[src/rtl/dll_pkg.sv]
// Shared definitions for the DLL lock controller.
//   dll_lock_state_t : controller FSM states
//   DLL_SEL_W/MAX/MIN: tap-select width and legal code range (code 0 is never driven)
package dll_pkg;

  localparam int                 DLL_SEL_W   = 7;
  localparam logic [DLL_SEL_W-1:0] DLL_SEL_MAX = 7'd127;
  localparam logic [DLL_SEL_W-1:0] DLL_SEL_MIN = 7'd1;

  typedef enum logic [2:0] {
    IDLE,
    SETTLE,
    SAMPLE,
    SEARCH_STEP,
    TRACK,
    ERR
  } dll_lock_state_t;

  // The delay line has no zero-tap setting; map 0 to the minimum code.
  function automatic logic [DLL_SEL_W-1:0] dll_sel_clamp(input logic [DLL_SEL_W-1:0] s);
    return (s == '0) ? DLL_SEL_MIN : s;
  endfunction

endpackage

[src/rtl/dll_pd_window.sv]
// Phase-detector window evaluator.
// Synchronises the async phase-detector result, counts lag samples over a
// WIN_CYC-sample window and presents the majority verdict.
//   clk, rst     : clock, synchronous active-high reset
//   pd_lag       : async phase-detector input
//   clr          : clears window and lag counters (start of a new window)
//   en           : accumulate one synchronised sample this cycle
//   win_last     : combinational, high on the final sample cycle of a window
//   verdict_vld  : one-cycle strobe on the cycle after the final sample
//   verdict_lag  : window verdict, lag_cnt > WIN_CYC/2 (tie = not-lag)
module dll_pd_window #(
  parameter int WIN_CYC = 16
) (
  input  logic clk,
  input  logic rst,
  input  logic pd_lag,
  input  logic clr,
  input  logic en,
  output logic win_last,
  output logic verdict_vld,
  output logic verdict_lag
);

  localparam int CW = (WIN_CYC > 2) ? $clog2(WIN_CYC) : 1;
  localparam int LW = $clog2(WIN_CYC + 1);

  logic          pd_m, pd_s;
  logic [CW-1:0] win_cnt;
  logic [LW-1:0] lag_cnt;

  // 2-flop synchroniser; only pd_s is ever sampled.
  always_ff @(posedge clk) begin
    if (rst) begin
      pd_m <= 1'b0;
      pd_s <= 1'b0;
    end else begin
      pd_m <= pd_lag;
      pd_s <= pd_m;
    end
  end

  assign win_last = en && (win_cnt == CW'(WIN_CYC - 1));

  always_ff @(posedge clk) begin
    if (rst || clr) begin
      win_cnt <= '0;
      lag_cnt <= '0;
    end else if (en) begin
      win_cnt <= win_last ? '0 : win_cnt + CW'(1);
      lag_cnt <= lag_cnt + LW'(pd_s);
    end
  end

  // lag_cnt holds the full window total on the strobe cycle.
  always_ff @(posedge clk) begin
    if (rst) verdict_vld <= 1'b0;
    else     verdict_vld <= win_last;
  end

  assign verdict_lag = lag_cnt > LW'(WIN_CYC / 2);

endmodule

[src/rtl/dll_lock_ctrl.sv]
// DLL lock controller: sweeps the 7-bit tap select upward from START_SEL,
// locks on the first window whose phase-detector verdict is "lag", then
// tracks drift with +/-1 steps after TRACK_VOTES same-direction windows.
//   i_clk, i_rst  : clock, synchronous active-high reset
//   i_start       : restart calibration from START_SEL (any state)
//   i_pd_lag      : async phase-detector result (1 = too much delay)
//   o_sel_index   : tap select to the delay line (never 0)
//   o_locked      : high while tracking
//   o_lock_err    : sticky, search hit 127 without a lag verdict
//   o_busy        : high in SETTLE, SAMPLE, SEARCH_STEP
// Optional macro DLL_LOCK_CTRL_OVERRIDE_EN adds i_ovr_en / i_ovr_sel: a
// registered manual code override that freezes the FSM and drops o_locked;
// on release the FSM re-settles on the override code.
module dll_lock_ctrl
  import dll_pkg::*;
#(
  parameter int SETTLE_CYC  = 8,
  parameter int WIN_CYC     = 16,
  parameter int TRACK_VOTES = 4,
  parameter int START_SEL   = 1
) (
  input  logic                 i_clk,
  input  logic                 i_rst,
  input  logic                 i_start,
  input  logic                 i_pd_lag,
`ifdef DLL_LOCK_CTRL_OVERRIDE_EN
  input  logic                 i_ovr_en,
  input  logic [DLL_SEL_W-1:0] i_ovr_sel,
`endif
  output logic [DLL_SEL_W-1:0] o_sel_index,
  output logic                 o_locked,
  output logic                 o_lock_err,
  output logic                 o_busy
);

  localparam int SW = $clog2(SETTLE_CYC + 1);
  localparam int VW = $clog2(TRACK_VOTES + 1);
  localparam logic [DLL_SEL_W-1:0] START_CODE = DLL_SEL_W'(START_SEL);

  dll_lock_state_t      state, state_n;
  logic [DLL_SEL_W-1:0] sel, sel_n;
  logic                 err, err_n;
  logic                 track_mode, track_n;
  logic [SW-1:0]        settle_cnt, settle_n;
  logic [VW-1:0]        vote_cnt, vote_n, vote_inc;
  logic                 vote_dir, vote_dir_n;

  logic settle_done, win_en, win_clr;
  logic win_last, verdict_vld, verdict_lag;
  logic frozen;

`ifdef DLL_LOCK_CTRL_OVERRIDE_EN
  logic ovr_q;
  assign frozen = i_ovr_en;
  always_ff @(posedge i_clk) begin
    if (i_rst) ovr_q <= 1'b0;
    else       ovr_q <= i_ovr_en;
  end
`else
  assign frozen = 1'b0;
`endif

  assign settle_done = (state == SETTLE) && (settle_cnt == SW'(SETTLE_CYC - 1));
  assign win_clr     = settle_done;
  assign win_en      = (state == SAMPLE) && !frozen;

  dll_pd_window #(.WIN_CYC(WIN_CYC)) u_win (
    .clk        (i_clk),
    .rst        (i_rst),
    .pd_lag     (i_pd_lag),
    .clr        (win_clr),
    .en         (win_en),
    .win_last   (win_last),
    .verdict_vld(verdict_vld),
    .verdict_lag(verdict_lag)
  );

  always_ff @(posedge i_clk) begin
    if (i_rst) begin
      state      <= IDLE;
      sel        <= START_CODE;
      err        <= 1'b0;
      track_mode <= 1'b0;
      settle_cnt <= '0;
      vote_cnt   <= '0;
      vote_dir   <= 1'b0;
    end else begin
      state      <= state_n;
      sel        <= sel_n;
      err        <= err_n;
      track_mode <= track_n;
      settle_cnt <= settle_n;
      vote_cnt   <= vote_n;
      vote_dir   <= vote_dir_n;
    end
  end

  always_comb begin
    state_n    = state;
    sel_n      = sel;
    err_n      = err;
    track_n    = track_mode;
    settle_n   = settle_cnt;
    vote_n     = vote_cnt;
    vote_dir_n = vote_dir;
    vote_inc   = '0;
`ifdef DLL_LOCK_CTRL_OVERRIDE_EN
    if (i_ovr_en) begin
      sel_n = dll_sel_clamp(i_ovr_sel);
    end else if (ovr_q) begin
      // release: re-settle around whatever code the override left behind
      state_n  = SETTLE;
      settle_n = '0;
    end else
`endif
    if (i_start) begin
      state_n    = SETTLE;
      sel_n      = START_CODE;
      err_n      = 1'b0;
      track_n    = 1'b0;
      settle_n   = '0;
      vote_n     = '0;
      vote_dir_n = 1'b0;
    end else begin
      case (state)
        SETTLE: begin
          if (settle_done) begin
            settle_n = '0;
            state_n  = SAMPLE;
          end else begin
            settle_n = settle_cnt + SW'(1);
          end
        end
        SAMPLE: begin
          if (win_last) state_n = track_mode ? TRACK : SEARCH_STEP;
        end
        SEARCH_STEP: begin
          if (verdict_lag) begin
            track_n = 1'b1;
            vote_n  = '0;
            state_n = TRACK;
          end else if (sel == DLL_SEL_MAX) begin
            err_n   = 1'b1;
            state_n = ERR;
          end else begin
            sel_n   = sel + DLL_SEL_W'(1);
            state_n = SETTLE;
          end
        end
        TRACK: begin
          // Entered either right after lock (no fresh verdict) or after a
          // tracking window (verdict strobe present).
          state_n = SETTLE;
          if (verdict_vld) begin
            vote_inc   = (vote_cnt != '0 && vote_dir == verdict_lag) ? vote_cnt + VW'(1) : VW'(1);
            vote_dir_n = verdict_lag;
            if (vote_inc == VW'(TRACK_VOTES)) begin
              vote_n = '0;
              if (verdict_lag && sel != DLL_SEL_MIN)       sel_n = sel - DLL_SEL_W'(1);
              else if (!verdict_lag && sel != DLL_SEL_MAX) sel_n = sel + DLL_SEL_W'(1);
            end else begin
              vote_n = vote_inc;
            end
          end
        end
        IDLE, ERR: ;
        default: state_n = IDLE;
      endcase
    end
  end

  assign o_sel_index = sel;
  assign o_lock_err  = err;
  assign o_busy      = (state == SETTLE) || (state == SAMPLE) || (state == SEARCH_STEP);
`ifdef DLL_LOCK_CTRL_OVERRIDE_EN
  assign o_locked    = track_mode && !ovr_q;
`else
  assign o_locked    = track_mode;
`endif

endmodule

[config.mk]
export PLATFORM = sky130hd
export DESIGN_NAME = dll_lock_ctrl
export DESIGN_NICKNAME = d
export VERILOG_FILES = /design/src/rtl/dll_pkg.sv /design/src/rtl/dll_pd_window.sv /design/src/rtl/dll_lock_ctrl.sv
export SDC_FILE = /design/constraint.sdc
export NUM_CORES = 1
export LEC_CHECK = 0
export BUFFER_PORTS_ARGS = -buffer_cell sky130_fd_sc_hd__buf_4
export CAP_MARGIN = 20
export CORE_UTILIZATION = 53
export CTS_BUF_LIST = sky130_fd_sc_hd__clkbuf_16
export CTS_CLUSTER_DIAMETER = 150
export CTS_CLUSTER_SIZE = 8
export DETAILED_ROUTE_END_ITERATION = 10
export HOLD_SLACK_MARGIN = 0.08
export PLACE_DENSITY = 0.75
export SYNTH_ARGS = -nofsm -noshare
export SYNTH_HDL_FRONTEND = slang
export SYNTH_SLANG_ARGS = --single-unit
[constraint.sdc]
create_clock -name i_clk -period 1.9 [get_ports i_clk]
set_clock_uncertainty 0.1 [all_clocks]
set_input_delay 0.095 -clock i_clk [delete_from_list [all_inputs] [get_ports i_clk]]
set_output_delay 0.095 -clock i_clk [all_outputs]
set_load 0.01 [all_outputs]
==> impl_metrics.ini, run 1 <==
[synthesis]
synth_flop_cell = dfxtp_1
synth_seq_area_share_pct = 36.97
synth_fp_nets = 220
synthCells = 207
yosysTopAreaCellShare_pct = 36.97
synthesis.area_um2 = 1733
synth_top_area_cell = dfxtp_1
ys_top_cells_by_area = dfxtp_1 37%, nor2_1 6.7%, ha_1 6.5%
ys_seq_elements = 32
ys_types = 43
yosysWarnings = 0
synth_edf_count = 0
synth-async-reset-ratio_pct = 0
synth_area_per_cell_um2 = 8.372

[sta]
finalCritPeriodShare_pct = 109.6
worst_slew_pin_slew_ps = 467.6
timing.fmax_mhz = 480.2
slew_viol_final = 0
relSlewSlack_pct = 68.59
setup-violations-final = 7
worst_slack_ps = -182.3
grt_setup_unrepaired = true
finalCriticalPeriod_ps = 2082
final_hold_viol_count = 0

[placed_design]
placed_cells = 289
hpwlAfterDp_mm = 3.070
io_buffers = 13
place_area_um2 = 2102
place_congestion = 0.8832

[run_status]
status = finished, violations left
failed_checks = setup timing

[setup_path]
cp.required_ps = 2010
worstPathArrival_ps = 2190
cp-end-kind = register
critPathLaunchType = register
criticalPathCategory = register to register
path_max_fanout = 3

[finish]
area_growth_pct = 40.94
final_area_um2 = 2442
insertedDiodeCount = 0
final_cell_mix = 48 x buf_4, 30 x nor2_1, 26 x dfxtp_1
mostFrequentLayoutCell = buf_4
fin_nets = 277
stdcell_count = 308
drive_gt1_share_pct = 32.95

[grt]
grt_max_degree = 18
grtUsageTotal_pct = 30.37
grt_pass1_wl_mm = 7.824
grt_pass1_vias = 1737
grt.overflow.total = 0
antenna_found_initial = 0

[floorplan]
fp.dieArea_um2 = 3502
boundaryPins = 14
die_height_um = 59.18
start_util_pct = 56.30
core_area_um2 = 3078
die_w_um = 59.18
rows = 20

[power_and_ir_drop]
power_mw = 1.475
peakVddDrop_v = 0.0007158
leakage_nw = 0.9955
p_per_area_nw_per_um2 = 604.1

[route]
firstDrtPassIters = 4
dr_total_vias = 1794
ant_nets = 0
routed_wl_mm = 4.750
viasPerCell = 5.825
avgRoutedWirePerCell_um = 15.42
drc = 0
drt-initial-drc-count = 69

[clocking]
cts_max_level = 2
clock_path_buffers = 2
cts-buffers-inserted = 5
cts_root_buffer = clkbuf_16
cts.sinks = 32
clk_pin_slew_ps = 50
cts_tree = done
insertion_delay_ps = 280

[run]
cap_violations = 0

[hold_path]
hold_class = register to register
## Yosys cell counts, types with 2 or more instances
library cell and number:
a211oi_1 4, a21oi_1 17, a31oi_1 2, and3_1 2, and3b_1 2, clkbuf_1 5, dfxtp_1 32, ha_1 9
inv_1 4, mux2i_1 10, nand2_1 17, nand2b_1 5, nand3_1 3, nand4_1 3, nor2_1 31, nor2b_1 9
nor3_1 6, nor3b_1 2, o2111ai_1 2, o21ai_0 7, or2_2 2, or3_1 8, xor2_1 5
## flip-flops by register name, summed over array words and instances, names as in the netlist
name	cells
o_lock_err	1
u_win.pd_s	1
vote_cnt	3
vote_dir	1
u_win.pd_m	1
settle_cnt	4
o_locked	1
u_win.win_cnt	4
u_win.verdict_vld	1
state	3
u_win.lag_cnt	5
o_sel_index	7
## per-stage QoR
| step | setup slack (ps) | util [%] | hold slack, ps | setup TNS, ps |
|---|---|---|---|---|
| finish | -182.3 | 79.35 | 343.2 | -924.3 |
| global route | -221.0 | 79.35 | 376.5 | -1405 |
| CTS | -133.0 | 77.80 | 346.7 | -540.5 |
| detailed placement | -128.4 | 68.29 | 230.9 | -679.8 |
| global placement | -114.3 | 68.29 | 218.2 | -449.3 |
| floorplan | -85.71 | - | 66.61 | -211.1 |
## cell families (layout without fill, tap and decap cells)
group	after synthesis	after routing	synth area share, %
simple gates	95	95	27.87
compound gates	44	44	16.82
flops	32	32	36.97
buf+inv	11	68	3.032
mux	10	10	5.776
fa+ha+maj	9	9	6.498
xor+xnor	6	6	3.032
## worst paths after layout
path              cells after the start                          end  slack (ps)                         from
hold reg to reg                       1        u_win.pd_s$_SDFF_PP0_         340        u_win.pd_m$_SDFF_PP0_
setup reg to reg                      6  o_sel_index[5]$_SDFFE_PP0P_        -180  o_sel_index[2]$_SDFFE_PP0P_
hold / removal                        1        u_win.pd_s$_SDFF_PP0_         340        u_win.pd_m$_SDFF_PP0_
setup / recovery                      6  o_sel_index[5]$_SDFFE_PP0P_        -180  o_sel_index[2]$_SDFFE_PP0P_
## final cells by class
type	instances	area [um2]
inverters	4	15.01
repair buffers	57	456.7
clock inverters	2	7.507
fillers	209	635.6
clock buffers	5	125.1
well taps	44	55.05
flip-flops and latches	32	648.1
multi-input cells	164	1135
## layer usage
layer,track usage [%],vias to the layer above,share of wire [%]
met4,20.41,0,5.1
met3,7.424,22,4.4
met2,50.24,63,49
li1,-,850,-
met5,0,-,0
met1,34.42,859,41
## worst max-delay path: stages (launching register included)
cell and delay, ps:
dfxtp_2 320, or4_4 560, o22ai_4 230, buf_6 150, o2111ai_2 120, a2111o_1 460, o21ai_2 80
## repair_timing
| action | in CTS | in global routing |
|---|---|---|
| buffers inserted | 5 | 3 |
| endpoints found under the hold margin | 6 | 0 |
| hold buffers | 4 | 0 |
| pin swaps | 8 | 7 |
| gates resized for setup | 18 | 8 |
| setup endpoints to repair | 8 | 10 |
## report_power, final
part | switching (mW) | internal [mW] | leakage [nW]
logic | 0.0309 | 0.0271 | 0.670
registers | 0.00353 | 0.677 | 0.261
clock network | 0.270 | 0.467 | 0.0648
total | 0.304 | 1.17 | 0.996
(Power assumes the default switching activity.)
==> inputs of run 2 (changes only) <==
--- a/config.mk
+++ b/config.mk
@@ -7,13 +7,13 @@
 export LEC_CHECK = 0
 export BUFFER_PORTS_ARGS = -buffer_cell sky130_fd_sc_hd__buf_4
 export CAP_MARGIN = 20
-export CORE_UTILIZATION = 53
-export CTS_BUF_LIST = sky130_fd_sc_hd__clkbuf_16
+export CORE_UTILIZATION = 55
+export CTS_BUF_LIST = sky130_fd_sc_hd__clkbuf_8
 export CTS_CLUSTER_DIAMETER = 150
 export CTS_CLUSTER_SIZE = 8
 export DETAILED_ROUTE_END_ITERATION = 10
 export HOLD_SLACK_MARGIN = 0.08
-export PLACE_DENSITY = 0.75
+export PLACE_DENSITY = 0.77
 export SYNTH_ARGS = -nofsm -noshare
 export SYNTH_HDL_FRONTEND = slang
 export SYNTH_SLANG_ARGS = --single-unit
==> impl_metrics.ini, run 2 (same netlist as run 1, synthesis figures left out) <==
[sta]
finalCriticalPeriod_ps = 2138
final.setup.tns_ps = -1199
relSlewSlack_pct = 71.93
timing.fmax_mhz = 467.8
worst_slack_ps = -237.7
finalCritPeriodShare_pct = 112.5
slew_viol_final = 0
final_hold_viol_count = 0
worst_slew_pin_slew_ps = 419.5
holdWs_ps = 345.3
grt_setup_unrepaired = true
setup-violations-final = 7

[setup_path]
reg2regPathDepth = 6
crit_chain = o31a_1, or2_4, o32ai_4, o21ai_4, or3_1, a21oi_1
crit_start = u_win.lag_cnt[2]$_SDFFE_PP0P_
reg2reg_slack_ps = -240
path_max_fanout = 7
rr_endpoint = o_sel_index[4]$_SDFFE_PP0P_
cp_top_family = compound AO/OA/AOI/OAI gates
max_stage_delay_ps = 360
critPathLaunchType = register
worstSetupEndpoint = o_sel_index[4]$_SDFFE_PP0P_
worstPathArrival_ps = 2250
reg2reg_from = u_win.lag_cnt[2]$_SDFFE_PP0P_
criticalPathCategory = register to register
slowest_stage = o31a_1
cp-end-kind = register
cp.required_ps = 2010
cp.depth = 6
critPathBufInv = 0

[power_and_ir_drop]
clkPwrFrac_pct = 43.6
swShare_pct = 21.51
p_sw_uw = 280.8
p_int_mw = 1.024
leakage_nw = 0.9237
comb_power_share_pct = 4.4
peakVddDrop_v = 0.0005916
seq_power_share_pct = 52.0
p_per_area_nw_per_um2 = 558.4
power_mw = 1.305

[route]
routed_wl_mm = 4.493
viasPerCell = 5.762
drc = 0
dr_total_vias = 1746
avgRoutedWirePerCell_um = 14.83
ant_nets = 0
firstDrtPassIters = 4
drt-initial-drc-count = 83

[placed_design]
hpwlAfterDp_mm = 3.041
place_ws_ps = -158.4
place_congestion = 0.8496
io_buffers = 13

[clocking]
insertion_delay_ps = 290
clock_path_buffers = 2
cts-buffers-inserted = 5
clk_pin_slew_ps = 70
cts_tree = done
cts_max_level = 2
cts.sinks = 32
cts_root_buffer = clkbuf_8

[grt]
grt_pass1_wl_mm = 6.865
grtUsageTotal_pct = 27.21
grt_max_degree = 18
antenna_found_initial = 0
grt_pass1_vias = 1656
grt.overflow.total = 0

[finish]
largest_reg_flops = 7
final.fill_count = 212
fin_nets = 272
area_growth_pct = 34.87
drive_gt1_share_pct = 30.12
final_cell_mix = 48 x buf_4, 31 x nor2_1, 28 x dfxtp_1
mostFrequentLayoutCell = buf_4
insertedDiodeCount = 0
ff_latch_area_um2 = 645.6
multi_input_area_um2 = 1125
finish.utilization_pct = 77.19

[floorplan]
die_w_um = 58.13
die_height_um = 58.13
core_area_um2 = 3028
rows = 20
start_util_pct = 57.23
fp.dieArea_um2 = 3379
boundaryPins = 14

[run]
cap_violations = 0

[run_status]
status = finished, violations left
failed_checks = setup timing

[hold_path]
hold_class = register to register
run 2: per-stage QoR:
step	std cells	instance area, um2
after floorplan	207	1747
after global placement	288	2095
after detailed placement	288	2095
after CTS	301	2292
after global routing	303	2337
final	303	2337
run 2: metal layers:
layer,GRT usage (%),vias to the layer above,routed length [um]
met1,28.16,842,1839
met5,0,-,0
met2,49.92,49,2340
li1,-,842,-
met3,6.696,13,170
met4,14.97,0,144
run 2: area by class of cell:
cell class	instances	area share [%]
multi-input combinational	164	48.13
sequential	32	27.62
timing repair buffer	52	17.13
clock buffer	7	4.122
tap	44	2.355
inverter	4	0.6424
run 2: what timing repair did:
item	in CTS	in global routing
pin swaps	7	3
cloned	0	0
resized for setup	10	5
hold buffers	4	0
buffers inserted	2	2
hold endpoints to repair	7	0
setup endpoints to repair	7	8
run 2: power groups by stage:
stage	Clock, mW	Combinational, mW	Sequential, mW
floorplan	0	0.0297	0.692
global placement	0	0.0484	0.694
detailed placement	0	0.0499	0.694
CTS	0.575	0.0564	0.679
global route	0.597	0.0630	0.679
finish	0.569	0.0568	0.679
run 2: worst min path at each step:
stage / startpoint / endpoint / slack, ps / depth (start not counted)
after floorplan: i_rst / u_win.pd_m$_SDFF_PP0_ / 70 / 1
after global routing: u_win.pd_m$_SDFF_PP0_ / u_win.pd_s$_SDFF_PP0_ / 360 / 1
final: u_win.pd_m$_SDFF_PP0_ / u_win.pd_s$_SDFF_PP0_ / 350 / 1
after detailed placement: i_pd_lag / u_win.pd_m$_SDFF_PP0_ / 220 / 2
after CTS: u_win.pd_m$_SDFF_PP0_ / u_win.pd_s$_SDFF_PP0_ / 350 / 1
after global placement: i_pd_lag / u_win.pd_m$_SDFF_PP0_ / 220 / 2
